`src/rtl/axi_write_path_lock_if.sv`:
```
// Crossbar-side view of the write path: arbiter/decoder selections, the muxed
// handshakes of the owning pair, and the steering/blocking controls back out.
interface axi_write_path_lock_if #(
  parameter int NUM_M    = 3,
  parameter int NUM_S    = 8,
  parameter int LEN_BITS = 4
);
  localparam int MW = $clog2(NUM_M);
  localparam int SW = $clog2(NUM_S + 1);

  logic [MW-1:0]       aw_sel_m;
  logic [SW-1:0]       aw_sel_s;
  logic                AWVALID_sel;
  logic                AWREADY_sel;
  logic [LEN_BITS-1:0] AWLEN_sel;
  logic                WVALID_sel;
  logic                WREADY_sel;
  logic                WLAST_sel;
  logic                BVALID_sel;
  logic                BREADY_sel;
  logic                aw_block;
  logic                w_route_en;
  logic                b_route_en;
  logic [MW-1:0]       w_m;
  logic [SW-1:0]       w_s;
  logic                len_err;
  logic                txn_done;

  modport slave (
    input  aw_sel_m, aw_sel_s, AWVALID_sel, AWREADY_sel, AWLEN_sel,
    input  WVALID_sel, WREADY_sel, WLAST_sel, BVALID_sel, BREADY_sel,
    output aw_block, w_route_en, b_route_en, w_m, w_s, len_err, txn_done
  );

  modport master (
    output aw_sel_m, aw_sel_s, AWVALID_sel, AWREADY_sel, AWLEN_sel,
    output WVALID_sel, WREADY_sel, WLAST_sel, BVALID_sel, BREADY_sel,
    input  aw_block, w_route_en, b_route_en, w_m, w_s, len_err, txn_done
  );
endinterface

```
`src/rtl/axi_write_path_lock.sv`:
```
// Single-outstanding AXI write ownership tracker: locks W/B steering to the
// granted master/slave pair. Define WPATH_TIMEOUT_EN to add a 4095-cycle watchdog.
module axi_write_path_lock #(
  parameter int NUM_M    = 3,
  parameter int NUM_S    = 8,
  parameter int LEN_BITS = 4
) (
  input  logic ACLK,
  input  logic ARESET,
  axi_write_path_lock_if.slave bus
`ifdef WPATH_TIMEOUT_EN
  ,
  output logic timeout_o
`endif
);
  localparam int MW = $clog2(NUM_M);
  localparam int SW = $clog2(NUM_S + 1);

  typedef enum logic [1:0] {IDLE, DATA, RESP} state_e;

  state_e              state_q, state_d;
  logic [MW-1:0]       w_m_q, w_m_d;
  logic [SW-1:0]       w_s_q, w_s_d;
  logic [LEN_BITS-1:0] len_q, len_d;
  logic [LEN_BITS-1:0] beat_cnt_q, beat_cnt_d;
  logic                len_err_q, len_err_d;
  logic                aw_block_q, aw_block_d;
  logic                w_route_q, w_route_d;
  logic                b_route_q, b_route_d;
  logic                txn_done_q, txn_done_d;

  logic aw_hs, w_hs, b_hs, expire;

  assign aw_hs = bus.AWVALID_sel & bus.AWREADY_sel;
  assign w_hs  = bus.WVALID_sel & bus.WREADY_sel;
  assign b_hs  = bus.BVALID_sel & bus.BREADY_sel;

`ifdef WPATH_TIMEOUT_EN
  logic [11:0] wdog_q, wdog_d;
  logic        timeout_q, timeout_d;
  logic        progress;

  // Any handshake in the current phase counts as forward progress.
  assign progress = ((state_q == DATA) && w_hs) || ((state_q == RESP) && b_hs);
  assign expire   = (state_q != IDLE) && (wdog_q == 12'hFFF) && !progress;
  assign timeout_o = timeout_q;
`else
  assign expire = 1'b0;
`endif

  always_ff @(posedge ACLK or posedge ARESET) begin
    if (ARESET) begin
      state_q    <= IDLE;
      w_m_q      <= '0;
      w_s_q      <= '0;
      len_q      <= '0;
      beat_cnt_q <= '0;
      len_err_q  <= 1'b0;
      aw_block_q <= 1'b0;
      w_route_q  <= 1'b0;
      b_route_q  <= 1'b0;
      txn_done_q <= 1'b0;
`ifdef WPATH_TIMEOUT_EN
      wdog_q     <= '0;
      timeout_q  <= 1'b0;
`endif
    end else begin
      state_q    <= state_d;
      w_m_q      <= w_m_d;
      w_s_q      <= w_s_d;
      len_q      <= len_d;
      beat_cnt_q <= beat_cnt_d;
      len_err_q  <= len_err_d;
      aw_block_q <= aw_block_d;
      w_route_q  <= w_route_d;
      b_route_q  <= b_route_d;
      txn_done_q <= txn_done_d;
`ifdef WPATH_TIMEOUT_EN
      wdog_q     <= wdog_d;
      timeout_q  <= timeout_d;
`endif
    end
  end

  always_comb begin
    state_d = state_q;
    case (state_q)
      IDLE:    if (aw_hs) state_d = DATA;
      DATA:    if (w_hs && bus.WLAST_sel) state_d = RESP;
      RESP:    if (b_hs) state_d = IDLE;
      default: state_d = IDLE;
    endcase
    if (expire) state_d = IDLE;
  end

  // Route/block flags are registered from the next state so they track it exactly.
  always_comb begin
    w_m_d      = w_m_q;
    w_s_d      = w_s_q;
    len_d      = len_q;
    beat_cnt_d = beat_cnt_q;
    len_err_d  = len_err_q;
    if ((state_q == IDLE) && aw_hs) begin
      w_m_d      = bus.aw_sel_m;
      w_s_d      = bus.aw_sel_s;
      len_d      = bus.AWLEN_sel;
      beat_cnt_d = '0;
    end
    if ((state_q == DATA) && w_hs) begin
      if (beat_cnt_q != '1) beat_cnt_d = beat_cnt_q + LEN_BITS'(1);
      if (bus.WLAST_sel ? (beat_cnt_q != len_q) : (beat_cnt_q == len_q))
        len_err_d = 1'b1;
    end
    aw_block_d = (state_d != IDLE);
    w_route_d  = (state_d == DATA);
    b_route_d  = (state_d == RESP);
    txn_done_d = (state_q == RESP) && b_hs;
  end

`ifdef WPATH_TIMEOUT_EN
  always_comb begin
    timeout_d = expire;
    if ((state_d != state_q) || progress) wdog_d = '0;
    else if (state_q != IDLE)             wdog_d = wdog_q + 12'd1;
    else                                  wdog_d = '0;
  end
`endif

  assign bus.aw_block   = aw_block_q;
  assign bus.w_route_en = w_route_q;
  assign bus.b_route_en = b_route_q;
  assign bus.w_m        = w_m_q;
  assign bus.w_s        = w_s_q;
  assign bus.len_err    = len_err_q;
  assign bus.txn_done   = txn_done_q;
endmodule
```
`src/flat_wrapper.sv`:
```
// flat-port wrapper written by rule: the top's interface ports become plain ports
module axi_write_path_lock_flat 
#(
  parameter int NUM_M    = 3,
  parameter int NUM_S    = 8,
  parameter int LEN_BITS = 4
)
  (ACLK, ARESET, bus_aw_sel_m, bus_aw_sel_s, bus_AWVALID_sel, bus_AWREADY_sel, bus_AWLEN_sel, bus_WVALID_sel, bus_WREADY_sel, bus_WLAST_sel, bus_BVALID_sel, bus_BREADY_sel, bus_aw_block, bus_w_route_en, bus_b_route_en, bus_w_m, bus_w_s, bus_len_err, bus_txn_done);
  axi_write_path_lock_if #(.NUM_M(NUM_M), .NUM_S(NUM_S), .LEN_BITS(LEN_BITS)) bus_i ();
  input  logic ACLK;
  input  logic ARESET;
  input wire logic [$bits(bus_i.aw_sel_m)-1:0] bus_aw_sel_m;
  input wire logic [$bits(bus_i.aw_sel_s)-1:0] bus_aw_sel_s;
  input wire logic [$bits(bus_i.AWVALID_sel)-1:0] bus_AWVALID_sel;
  input wire logic [$bits(bus_i.AWREADY_sel)-1:0] bus_AWREADY_sel;
  input wire logic [$bits(bus_i.AWLEN_sel)-1:0] bus_AWLEN_sel;
  input wire logic [$bits(bus_i.WVALID_sel)-1:0] bus_WVALID_sel;
  input wire logic [$bits(bus_i.WREADY_sel)-1:0] bus_WREADY_sel;
  input wire logic [$bits(bus_i.WLAST_sel)-1:0] bus_WLAST_sel;
  input wire logic [$bits(bus_i.BVALID_sel)-1:0] bus_BVALID_sel;
  input wire logic [$bits(bus_i.BREADY_sel)-1:0] bus_BREADY_sel;
  output wire logic [$bits(bus_i.aw_block)-1:0] bus_aw_block;
  output wire logic [$bits(bus_i.w_route_en)-1:0] bus_w_route_en;
  output wire logic [$bits(bus_i.b_route_en)-1:0] bus_b_route_en;
  output wire logic [$bits(bus_i.w_m)-1:0] bus_w_m;
  output wire logic [$bits(bus_i.w_s)-1:0] bus_w_s;
  output wire logic [$bits(bus_i.len_err)-1:0] bus_len_err;
  output wire logic [$bits(bus_i.txn_done)-1:0] bus_txn_done;
  assign bus_i.aw_sel_m = bus_aw_sel_m;
  assign bus_i.aw_sel_s = bus_aw_sel_s;
  assign bus_i.AWVALID_sel = bus_AWVALID_sel;
  assign bus_i.AWREADY_sel = bus_AWREADY_sel;
  assign bus_i.AWLEN_sel = bus_AWLEN_sel;
  assign bus_i.WVALID_sel = bus_WVALID_sel;
  assign bus_i.WREADY_sel = bus_WREADY_sel;
  assign bus_i.WLAST_sel = bus_WLAST_sel;
  assign bus_i.BVALID_sel = bus_BVALID_sel;
  assign bus_i.BREADY_sel = bus_BREADY_sel;
  assign bus_aw_block = bus_i.aw_block;
  assign bus_w_route_en = bus_i.w_route_en;
  assign bus_b_route_en = bus_i.b_route_en;
  assign bus_w_m = bus_i.w_m;
  assign bus_w_s = bus_i.w_s;
  assign bus_len_err = bus_i.len_err;
  assign bus_txn_done = bus_i.txn_done;
  axi_write_path_lock #(.NUM_M(NUM_M), .NUM_S(NUM_S), .LEN_BITS(LEN_BITS)) u_core (.ACLK(ACLK), .ARESET(ARESET), .bus(bus_i));
endmodule
```
`config.mk`:
```
export PLATFORM = sky130hd
export DESIGN_NAME = axi_write_path_lock_flat
export DESIGN_NICKNAME = d
export VERILOG_FILES = /design/src/rtl/axi_write_path_lock_if.sv /design/src/rtl/axi_write_path_lock.sv /design/src/flat_wrapper.sv
export SDC_FILE = /design/constraint.sdc
export NUM_CORES = 1
export LEC_CHECK = 0
export BUFFER_PORTS_ARGS = -buffer_cell sky130_fd_sc_hd__buf_2
export CAP_MARGIN = 20
export CORE_MARGIN = 8
export CORE_UTILIZATION = 43
export DETAILED_ROUTE_END_ITERATION = 6
export PLACE_DENSITY = 0.72
export SYNTH_ARGS = -nofsm -noshare
export SYNTH_HDL_FRONTEND = slang
export SYNTH_SLANG_ARGS = --single-unit
```
`constraint.sdc`:
```
create_clock -name ACLK -period 1.38 [get_ports ACLK]
set_clock_uncertainty 0.15 [all_clocks]
set_input_delay 0.138 -clock ACLK [delete_from_list [all_inputs] [get_ports ACLK]]
set_output_delay 0.138 -clock ACLK [all_outputs]
set_load 0.01 [all_outputs]
```
==> results.txt <==
- Summing every instance area after synthesis gives 904.6 sq um.
* Global-route wire length before repair: 3767 um
* Die extent in x: 61.87 um
- In this run the count of I/O pins placed on the die edge is 30.
* Number of rows created at floorplan: 16
* Maximum clock path buffer count: 2
* Finished Core Util: 67.80%
- Time the final worst path needs with I/O delays and setup: 1.441 ns
- From synthesis to final layout, the design area changed by 48.55%.
- Die outline area: 3827 sq um
* GRT overflow: 0
* Global-route usage over all layers: 13.14%
- For this block, the routed nets add up to 2276 um of wire.
- Averaged over all synthesized cells, the footprint is 9.624 sq um.
- Among all cell types in the netlist, the one instantiated most often is sky130_fd_sc_hd__nand2_1.
- Once placement finished, the instance area stood at 1126 sq um.
* Net count of the mapped netlist: 114
- Setup violations remaining at the end of the flow were counted as 4.
* Min-delay worst type: in2reg
* Leakage component of the power: 0.7402 nW
- The via count of the first global-routing pass was 912.
- After detailed routing, the number of vias per cell comes to 4.746.
- The worst setup path is captured at a flip-flop.
- The checks that failed: negative setup slack.
* DRC violations left: 0
* Normalized max-slew margin: 80.33%
- Cells traversed along the worst timing path: xor2_1 > nor4_2 > nor2_1 > a211o_1
- Slowest stage delay, CP: 0.43 ns
* Effective utilization at floorplan: 45.64%
- After clock tree synthesis, the clock-pin slew on the worst setup and hold paths is 0.12 ns.
* Category of the worst setup path launch point: flip-flop
- Setup Crit Path Kind: reg2reg
- DR vias: 840
* Setup Total Neg Slack: -0.1652 ns
* Count of final max-slew check failures: 0
- Worst path required time: 1.43 ns
- Counting the buffers created by CTS gives 3.
- Entering global routing, the biggest net connects 22 pins.
* Number of buffers inserted by port buffering: 29
- The number of antenna violations at the first check in global routing came to 0.
- Share of the clock period used by the worst path after layout: 104.4%
- Summed over all nets, the half-perimeter wirelength after detailed placement is 1561 um.
* Detailed-routing iteration count for the pre-antenna-repair pass: 4
* Cell with the biggest individual delay on the critical path: sky130_fd_sc_hd__dfrtp_1
* Share of synthesized area occupied by flip-flops and latches: 58.09%
- Number of nets at the end of the flow: 171
- CTS H-Tree Depth: 1
- In the synthesized netlist, the cells that appear most often are 38 x sky130_fd_sc_hd__nand2_1, 21 x sky130_fd_sc_hd__dfrtp_1, 5 x sky130_fd_sc_hd__nor2_1.
- Critical path arrival: 1.49 ns
- The worst hold path passes through 3 cells.
- Setup repair after global routing missed its margin: true
* Library cell occupying the most area in the post-synthesis netlist: sky130_fd_sc_hd__dfrtp_1
* Leading post-synthesis cells by cell area: sky130_fd_sc_hd__dfrtp_1 58%, sky130_fd_sc_hd__nand2_1 16%, sky130_fd_sc_hd__xor2_1 3.9%
* Total core area: 1982 sq um
- Proportion of layout cells with a drive suffix above 1: 32.00%
- Async SR Flop Fraction: 100.0%
- In the post-route analysis, the smallest setup slack over all paths is -0.06059 ns.
* Final non-filler cell area: 1344 sq um
* Slew at the pin closest to its max-slew limit: 0.2931 ns
- In this run the power density over the cells is 1610 nW/um^2.
- Sink Count: 21
* Worst Reg2Reg Path Length in Cells: 4
* Yosys reg bits: 21
* Worst hold slack: 0.05342 ns
- After layout, the design draws a total of 2.163 mW.
- Number of enable flip-flop cells after synthesis: 0
- The detail route stage leaves a number of antenna-violating nets equal to 0.
* CTS tree: built
* Number of maximum-capacitance violations: 0
- Insertion delay of the later-clocked pin in the worst-skew pair: 0.30 ns
- Predominant post-synthesis flop cell: sky130_fd_sc_hd__dfrtp_1
- WL per Instance: 12.86 um
- Timing would allow up to 0.6942 GHz.
- Share of the synthesized area in the top cell type: 58.09%
* Initial DRC count: 17
- Across the VDD grid, the largest voltage drop is 1294 uV.
- In this run the worst path has a maximum fanout of 4.
- Number of warnings issued by yosys: 0
* Root buffer cell: sky130_fd_sc_hd__clkbuf_4
* Final Hold Violating Endpoints: 0
- The synthesized netlist contains 25 unique library cells.
- The repair_antennas step left the layout with diodes totalling 0.
- Die outline height: 61.87 um
* Outcome: finished, violations left
- At the end of routability-driven placement, the weighted congestion stood at 0.7862.
* Number of instances in the synthesized netlist: 94
[critical path: cells and delay by family (launching register included)]
| kind | cells | cell delay (ns) |
|---|---|---|
| DFF | 1 | 0.43 |
| and+or+nand+nor | 2 | 0.36 |
| AOI/OAI and AO/OA | 1 | 0.22 |
| xor gates and xnor gates | 1 | 0.17 |
[through the flow]
stage	setup WS, ns	cells
after floorplan	0.008875	94
after global placement	-0.01220	155
after detailed placement	-0.05567	155
after CTS	-0.06886	175
after global routing	-0.1121	177
final	-0.06059	177
[routing by layer]
layer	share of wire [%]	global-route usage [%]	wire length, um	vias to the layer above
met4	0.62	5.844	14	0
met2	48	23.04	1097	25
met1	43	14.32	981	393
met3	8.0	3.704	182	2
met5	0	0	0	-
li1	-	-	-	420
[placed cells by master, fill, tap and decap left out, drive strengths merged]
master and n:
a211o 1, a21o 1, a21oi 1, a311oi 1, a31oi 1, and3 3, and4b 1, buf 40
clkbuf 3, clkinv 1, dfrtp 21, dlygate4sd3 14, ha 1, inv 1, mux2i 1, nand2 38
nand2b 1, nand3 2, nand3b 1, nand4b 1, nor2 5, nor2b 1, nor3b 1, nor4 1
o21ai 3, o22ai 1, xor2 4
[report_power, final]
part | total, mW | switching (mW) | internal, mW
registers | 1.01 | 0.152 | 0.853
logic | 0.865 | 0.438 | 0.427
clock network | 0.293 | 0.185 | 0.108
total | 2.16 | 0.775 | 1.39
[final timing paths]
check	slack (ns)	startpoint	end
worst max-delay path	-0.06	u_core.beat_cnt_q[0]	u_core.bus.len_err
worst min-delay path	0.05	bus_WREADY_sel	u_core.bus.w_route_en
worst max register to register	-0.06	u_core.beat_cnt_q[0]	u_core.bus.len_err
worst min register to register	0.34	u_core.bus.w_m[1]	u_core.bus.w_m[1]
max in group asynchronous	0.63	ARESET	u_core.len_q[2]
min in group asynchronous	0.25	ARESET	u_core.bus.w_m[1]
[cell type report]
class	count	area [sq um]
Fill cell	164	638.1
Sequential cell	21	525.5
Multi-Input combinational cell	70	385.4
Timing Repair Buffer	54	367.9
Tap cell	27	33.78
Clock buffer	3	22.52
Clock inverter	1	5.005
Inverter	1	3.754
[flip-flops by register name, indices dropped and copies added, names as in the netlist]
signal                 cells
u_core.beat_cnt_q          4
u_core.bus.w_s             4
u_core.len_q               4
u_core.bus.w_m             2
u_core.state_q             2
u_core.bus.aw_block        1
u_core.bus.b_route_en      1
u_core.bus.len_err         1
u_core.bus.txn_done        1
u_core.bus.w_route_en      1
[repair_timing]
action / in CTS / in global routing
hold endpoints to repair: 34 / 0
resized for setup: 1 / 3
pin swaps: 1 / 4
setup endpoints to repair: 4 / 15
hold buffers: 14 / 0
buffers inserted: 2 / 2
[cells by family (layout without fill, tap and decap cells)]
logic type,count (synthesis),in the layout,synth area share (%)
AND/OR/NAND/NOR,55,55,27.66
flip-flops,21,21,58.09
AO/OA/AOI/OAI,9,9,6.363
XOR/XNOR,4,4,3.872
buffers and inverters,3,59,1.521
adder cells (fa/ha/maj),1,1,1.383
multiplexers,1,1,1.107
Note: power is estimated with default switching activity, not from simulation.
